**src/rtl/fir_pkg.sv**
```systemverilog
// Shared definitions for the parametrised FIR filter: load/run state encoding,
// width helpers and the shift-and-saturate output function.
package fir_pkg;

  typedef enum logic {
    ST_LOAD = 1'b0,
    ST_RUN  = 1'b1
  } fir_state_e;

  function automatic int unsigned clog2(input int unsigned v);
    int unsigned r;
    int unsigned p;
    r = 0;
    p = 1;
    while (p < v) begin
      p = p << 1;
      r = r + 1;
    end
    return r;
  endfunction

  // Accumulator wide enough that a full sum of TAPS maximal products cannot overflow.
  function automatic int unsigned acc_width(input int unsigned dw,
                                            input int unsigned cw,
                                            input int unsigned taps);
    return dw + cw + clog2(taps);
  endfunction

  function automatic logic [63:0] shift_sat(input logic [63:0]  acc,
                                            input int unsigned  shift,
                                            input int unsigned  out_w);
    logic [63:0] s;
    logic [63:0] lim;
    s   = acc >> shift;
    lim = (out_w >= 64) ? '1 : ((64'd1 << out_w) - 64'd1);
    return (s > lim) ? lim : s;
  endfunction

endpackage

```
**src/rtl/fir_coef_loader.sv**
```systemverilog
// Coefficient load controller: LOAD/RUN state machine, write index and the
// coefficient register file shared with the filter datapath.
module fir_coef_loader
  import fir_pkg::*;
#(
  parameter int unsigned COEF_W = 8,
  parameter int unsigned TAPS   = 4
) (
  input  logic                           clk_i,
  input  logic                           reset_i,
  input  logic                           coef_valid_i,
  input  logic [COEF_W-1:0]              coef_i,
  input  logic                           coef_reload_i,
  output logic                           coef_ready_o,
  output logic                           run_o,
  output logic                           flush_o,
  output logic [TAPS-1:0][COEF_W-1:0]    coef_o
);

  localparam int unsigned       IDX_W    = (clog2(TAPS) < 1) ? 1 : clog2(TAPS);
  localparam logic [IDX_W-1:0]  LAST_IDX = IDX_W'(TAPS - 1);

  fir_state_e                   state_q, state_d;
  logic [IDX_W-1:0]             idx_q, idx_d;
  logic [IDX_W-1:0]             idx_cur;
  logic [TAPS-1:0][COEF_W-1:0]  coef_q, coef_d;

  always_comb begin
    state_d = state_q;
    idx_d   = idx_q;
    coef_d  = coef_q;
    idx_cur = idx_q;
    flush_o = 1'b0;
    unique case (state_q)
      ST_LOAD: begin
        // A reload during LOAD restarts at h[0]; a coefficient in the same cycle lands there.
        if (coef_reload_i) idx_cur = '0;
        idx_d = idx_cur;
        if (coef_valid_i) begin
          coef_d[idx_cur] = coef_i;
          if (idx_cur == LAST_IDX) begin
            idx_d   = '0;
            state_d = ST_RUN;
          end else begin
            idx_d = idx_cur + IDX_W'(1);
          end
        end
      end
      ST_RUN: begin
        if (coef_reload_i) begin
          state_d = ST_LOAD;
          idx_d   = '0;
          flush_o = 1'b1;
        end
      end
      default: state_d = ST_LOAD;
    endcase
  end

  always_ff @(posedge clk_i or posedge reset_i) begin
    if (reset_i) begin
      state_q <= ST_LOAD;
      idx_q   <= '0;
      coef_q  <= '0;
    end else begin
      state_q <= state_d;
      idx_q   <= idx_d;
      coef_q  <= coef_d;
    end
  end

  assign coef_ready_o = (state_q == ST_LOAD);
  assign run_o        = (state_q == ST_RUN);
  assign coef_o       = coef_q;

endmodule

```
**src/rtl/fir_filter_param.sv**
```systemverilog
// Parametrised pipelined direct-form FIR: delay line, registered product stage,
// then sum/shift/saturate into the held output with a one-cycle valid pulse.
module fir_filter_param
  import fir_pkg::*;
#(
  parameter int unsigned DATA_W = 8,
  parameter int unsigned COEF_W = 8,
  parameter int unsigned TAPS   = 4,
  parameter int unsigned SHIFT  = 0
) (
  input  logic              clk_i,
  input  logic              reset_i,
  input  logic              coef_valid_i,
  input  logic [COEF_W-1:0] coef_i,
  input  logic              coef_reload_i,
  output logic              coef_ready_o,
  input  logic              x_valid_i,
  input  logic [DATA_W-1:0] x_i,
  output logic              y_valid_o,
  output logic [DATA_W-1:0] y_o
);

  localparam int unsigned PROD_W = DATA_W + COEF_W;
  localparam int unsigned ACC_W  = acc_width(DATA_W, COEF_W, TAPS);

  logic                         run;
  logic                         flush;
  logic                         accept;
  logic [TAPS-1:0][COEF_W-1:0]  coef;

  logic [TAPS-1:0][DATA_W-1:0]  dline_q, dline_d;
  logic                         sample_valid_q, sample_valid_d;
  logic [TAPS-1:0][PROD_W-1:0]  prod_q, prod_d;
  logic                         prod_valid_q, prod_valid_d;
  logic [ACC_W-1:0]             acc;
  logic                         y_valid_q, y_valid_d;
  logic [DATA_W-1:0]            y_q, y_d;

  fir_coef_loader #(
    .COEF_W (COEF_W),
    .TAPS   (TAPS)
  ) u_loader (
    .clk_i         (clk_i),
    .reset_i       (reset_i),
    .coef_valid_i  (coef_valid_i),
    .coef_i        (coef_i),
    .coef_reload_i (coef_reload_i),
    .coef_ready_o  (coef_ready_o),
    .run_o         (run),
    .flush_o       (flush),
    .coef_o        (coef)
  );

  // A reload cycle never accepts a sample, even if x_valid_i is high.
  assign accept = run && x_valid_i && !coef_reload_i;

  always_comb begin
    dline_d = dline_q;
    if (flush) begin
      dline_d = '0;
    end else if (accept) begin
      dline_d[0] = x_i;
      for (int unsigned k = 1; k < TAPS; k++) begin
        dline_d[k] = dline_q[k-1];
      end
    end
    sample_valid_d = accept;
  end

  always_comb begin
    prod_d = '0;
    for (int unsigned k = 0; k < TAPS; k++) begin
      prod_d[k] = PROD_W'(dline_q[k]) * PROD_W'(coef[k]);
    end
    prod_valid_d = sample_valid_q && !flush;
  end

  always_comb begin
    acc = '0;
    for (int unsigned k = 0; k < TAPS; k++) begin
      acc = acc + ACC_W'(prod_q[k]);
    end
    // In-flight results are dropped on reload; y_o keeps its last value.
    y_valid_d = prod_valid_q && !flush;
    y_d       = y_valid_d ? DATA_W'(shift_sat(64'(acc), SHIFT, DATA_W)) : y_q;
  end

  always_ff @(posedge clk_i or posedge reset_i) begin
    if (reset_i) begin
      dline_q        <= '0;
      sample_valid_q <= 1'b0;
      prod_q         <= '0;
      prod_valid_q   <= 1'b0;
      y_valid_q      <= 1'b0;
      y_q            <= '0;
    end else begin
      dline_q        <= dline_d;
      sample_valid_q <= sample_valid_d;
      prod_q         <= prod_d;
      prod_valid_q   <= prod_valid_d;
      y_valid_q      <= y_valid_d;
      y_q            <= y_d;
    end
  end

  assign y_valid_o = y_valid_q;
  assign y_o       = y_q;

endmodule

```
**config.mk**
```make
export PLATFORM = sky130hd
export DESIGN_NAME = fir_filter_param
export DESIGN_NICKNAME = d
export VERILOG_FILES = /design/src/rtl/fir_pkg.sv /design/src/rtl/fir_coef_loader.sv /design/src/rtl/fir_filter_param.sv
export SDC_FILE = /design/constraint.sdc
export NUM_CORES = 1
export LEC_CHECK = 0
export CORE_UTILIZATION = 40
export CTS_BUF_LIST = sky130_fd_sc_hd__clkbuf_8
export CTS_CLUSTER_SIZE = 28
export DETAILED_ROUTE_END_ITERATION = 8
export PLACE_DENSITY = 0.66
export SLEW_MARGIN = 20
export SYNTH_ARGS = -nofsm -noshare
export SYNTH_HDL_FRONTEND = slang
export SYNTH_SLANG_ARGS = --single-unit
```
**constraint.sdc**
```tcl
create_clock -name clk_i -period 5.7 [get_ports clk_i]
set_input_delay 0.57 -clock clk_i [delete_from_list [all_inputs] [get_ports clk_i]]
set_output_delay 0.57 -clock clk_i [all_outputs]
set_load 0.005 [all_outputs]
```
==> results.yml <==
status:
  status: "finished, final reports clean"
timing:
  finalCritPeriodShare: 0.803
  tns_ns: 0
  fmax_ghz: 0.218
  slew_viol_final: 0
  fin_skew_ns: 0.0265
  setup_slack_ns: 1.12
  setup_viol: 0
  min_period_ns: 4.58
  whs_ns: 0.517
  relSlewSlack: 0.411
  rsz0062_at_grt: "false"
  hold_viol: 0
  worst_pin_slew_ns: 0.884
clocking:
  clk_pin_slew_ns: 0.09
  cts_hold_buf: 0
  cts-buffers-inserted: 17
  insertion_delay_ns: 0.48
  cts_sinks: 142
  htree_num_levels: 4
  cts_root_buf: "clkbuf_8"
  cts_tree: "done"
  ctsResizeCount: 0
  clk_path_buf_depth: 2
  post_cts_buffers: 0
yosys:
  synthCells: 1490
  synth-async-reset-ratio: 1.00
  synth_area_mm2: 0.0145
  yosysSeqAreaShare: 0.245
  synth_xor_area_frac: 0.0326
  synth_top_family_by_area: "adder cells"
  ys_types: 58
  synth_compound_area_frac: 0.0783
  synth_edf_count: 0
  yosys.area_share.simple: 0.139
  synth_warnings: 0
  synthMuxAreaShare: 0.0269
  synth_seq_cells: 142
  yosys.area_share.adder: 0.386
  synthFlopType: "dfrtp_1"
  syn_avg_cell_area_um2: 9.72
  syn_nets: 1852
critical_path:
  path_cells: "nand2_1 > fa_1 > inv_1 > fa_1 > inv_1 > fa_1 > inv_1 > fa_1 > ha_1 > nor3_1 > nor2_1 > o41a_1 > a41o_1 > o41ai_1 > xnor2_1"
  critPathLaunchType: "flip-flop"
  slowest_delay_ns: 0.67
  crit_required_ns: 6.09
  crit_slowest_cell: "dfrtp_1"
  crit_arrival_ns: 4.97
  worstSetupEndpointType: "flip-flop"
  path_common_cell: "fa_1"
  worst-setup-path-type: "reg -> reg"
  worstPathMaxFanout: 10
pwr:
  p_sw_frac: 0.421
  power_mw: 4.46
  p_sw_mw: 1.88
  p_clk_frac: 0.211
  p_per_area_mw_per_mm2: 285
  p_leak_nw: 8.00
  power_frac_comb: 0.438
  peakVddDrop_uv: 173
  p_int_mw: 2.58
  power_frac_seq: 0.351
placement:
  gp_congestion: 0.854
  pre_cts_ws_ns: 1.13
  dpl.cell_count: 1935
  postPlaceCellArea_mm2: 0.0152
  io_buffers: 30
  dp_hpwl_um: 25500
min_path:
  hold_path_class: "reg -> reg"
final_layout:
  ff_latch_area_mm2: 0.00355
  design_area_mm2: 0.0157
  areaGrowthSynthToFinish_pct: 8.15
  post-route-util: 0.441
  final_cells: 1968
  multi_input_area_mm2: 0.00961
  fin_nets: 1855
  fill_cells: 3424
  drive_above_1_share: 0.0558
grt:
  grt_pass1_wl_um: 52100
  track_usage: 0.184
  grt_max_degree: 97
  gr-total-overflow: 0
  grt_pass1_vias: 9833
  antenna_found_initial: 2
detailed_routing:
  num_vias: 9806
  vias_per_cell: 4.98
  first_pass_iters: 5
  drc: 0
  routed_wl_um: 31900
  drtIter0Drc: 477
  antenna_left: 0
  wl_per_cell_um: 16.2
floorplanning:
  die_area_mm2: 0.0370
  die_height_um: 192
  core-area_mm2: 0.0356
  die_w_um: 192
  initial_utilization: 0.407
  pin_count: 31
  rows: 69
flow_run:
  maxCapViolations: 0
## worst paths after layout
check | cells after the start | start | slack [ns] | endpoint
min in group asynchronous | 2 | reset_i | 0.67 | y_o[0]
max in group asynchronous | 3 | reset_i | 3.84 | u_loader.coef_o[10]
worst min register to register | 1 | sample_valid_q | 0.52 | prod_valid_q
worst max-delay path | 15 | dline_q[13] | 1.12 | prod_q[31]
worst min-delay path | 1 | sample_valid_q | 0.52 | prod_valid_q
worst max register to register | 15 | dline_q[13] | 1.12 | prod_q[31]
## cells by family after synthesis
logic type / after synthesis
AO/OA/AOI/OAI: 158
AND/OR/NAND/NOR: 406
flip-flops: 142
adder cells (fa/ha/maj): 341
XOR/XNOR: 54
buffers and inverters: 354
multiplexers: 35
## final cells by class
type	count	area share
well taps	461	0.0368
inverters	305	0.0734
clock inverters	14	0.0133
repair buffers	33	0.0206
multi-input cells	994	0.613
clock buffers	18	0.0158
flip-flops and latches	142	0.227
diodes	1	0.000160
## worst max-delay path, delay by kind of cell, from the launching register on
family,cells,cell delay (ns)
AO/OA/AOI/OAI,3,0.77
AND/OR/NAND/NOR,3,0.40
adder cells (fa/ha/maj),5,2.35
flip-flops,1,0.67
buffers and inverters,3,0.14
XOR/XNOR,1,0.17
## Yosys cell counts, types with 2 or more instances
| library cell | n | area (µm²) |
|---|---|---|
| and3_1 | 4 | 25.0 |
| nand2b_1 | 7 | 43.8 |
| o21a_1 | 11 | 82.6 |
| o21ai_1 | 3 | 15.0 |
| xnor2_1 | 43 | 377 |
| a22o_1 | 32 | 280 |
| o21ai_0 | 17 | 85.1 |
| or3_1 | 6 | 37.5 |
| dfrtp_1 | 142 | 3550 |
| o31ai_1 | 2 | 15.0 |
| nor3_1 | 20 | 100 |
| o41ai_1 | 7 | 61.3 |
| fa_1 | 176 | 3520 |
| mux2i_1 | 3 | 30.0 |
| o21bai_1 | 3 | 22.5 |
| clkbuf_1 | 46 | 173 |
| a21oi_1 | 37 | 185 |
| a41oi_1 | 2 | 17.5 |
| and2_1 | 122 | 763 |
| nand3_1 | 10 | 50.1 |
| inv_1 | 305 | 1140 |
| nand4_1 | 2 | 12.5 |
| nor2b_1 | 12 | 75.1 |
| xor2_1 | 11 | 96.3 |
| a41o_1 | 3 | 30.0 |
| nand2_1 | 157 | 589 |
| a21boi_0 | 2 | 15.0 |
| o211ai_1 | 9 | 67.6 |
| o41a_1 | 3 | 33.8 |
| or2_2 | 3 | 18.8 |
| a21o_1 | 7 | 52.6 |
| a31oi_1 | 7 | 43.8 |
| o31a_1 | 2 | 17.5 |
| ha_1 | 165 | 2060 |
| o21ba_2 | 2 | 20.0 |
| a21boi_1 | 2 | 15.0 |
| mux2_2 | 32 | 360 |
| nor2_1 | 53 | 199 |
## power by group through the flow
stage	clock network [mW]	logic [mW]	registers (mW)
global placement	0	1.92	1.58
finish	0.940	1.96	1.57
CTS	0.963	1.97	1.56
floorplan	0	1.60	1.35
global route	0.998	2.23	1.61
detailed placement	0	1.95	1.58
## sequential cells by signal, indices dropped and copies added (netlist names)
signal           flops
prod_valid_q         1
dline_q             32
y_valid_o            1
u_loader.run_o       1
y_o                  8
u_loader.coef_o     32
prod_q              64
sample_valid_q       1
u_loader.idx_q       2
## layout by cell type, fill, tap and decap left out, types with 3 or more instances in the layout
master / synthesis / routed
a21o_1: 7 / 7
a21oi_1: 37 / 37
a22o_1: 32 / 32
a31oi_1: 7 / 7
a41o_1: 3 / 3
and2_1: 122 / 122
and3_1: 4 / 4
buf_4: 1 / 3
bufinv_16: 0 / 4
clkbuf_8: 0 / 18
clkdlybuf4s50_1: 0 / 30
clkinv_4: 0 / 4
dfrtp_1: 142 / 142
fa_1: 176 / 176
ha_1: 165 / 165
inv_1: 305 / 304
inv_6: 0 / 4
mux2_2: 32 / 32
mux2i_1: 3 / 3
nand2_1: 157 / 157
nand2b_1: 7 / 7
nand3_1: 10 / 10
nor2_1: 53 / 53
nor2b_1: 12 / 12
nor3_1: 20 / 20
o211ai_1: 9 / 9
o21a_1: 11 / 11
o21ai_0: 17 / 17
o21bai_1: 3 / 3
o41a_1: 3 / 3
o41ai_1: 7 / 7
or2_2: 3 / 3
or3_1: 6 / 6
xnor2_1: 43 / 43
xor2_1: 11 / 11
## routing by layer
layer / track usage / up-vias / wire length, µm
met3: 0.0300 / 39 / 1310
met2: 0.296 / 207 / 14800
met5: 0 / - / 0
met4: 0.0578 / 0 / 715
li1: - / 4682 / -
met1: 0.253 / 4878 / 15000
Note: power is estimated with default switching activity, not from simulation.
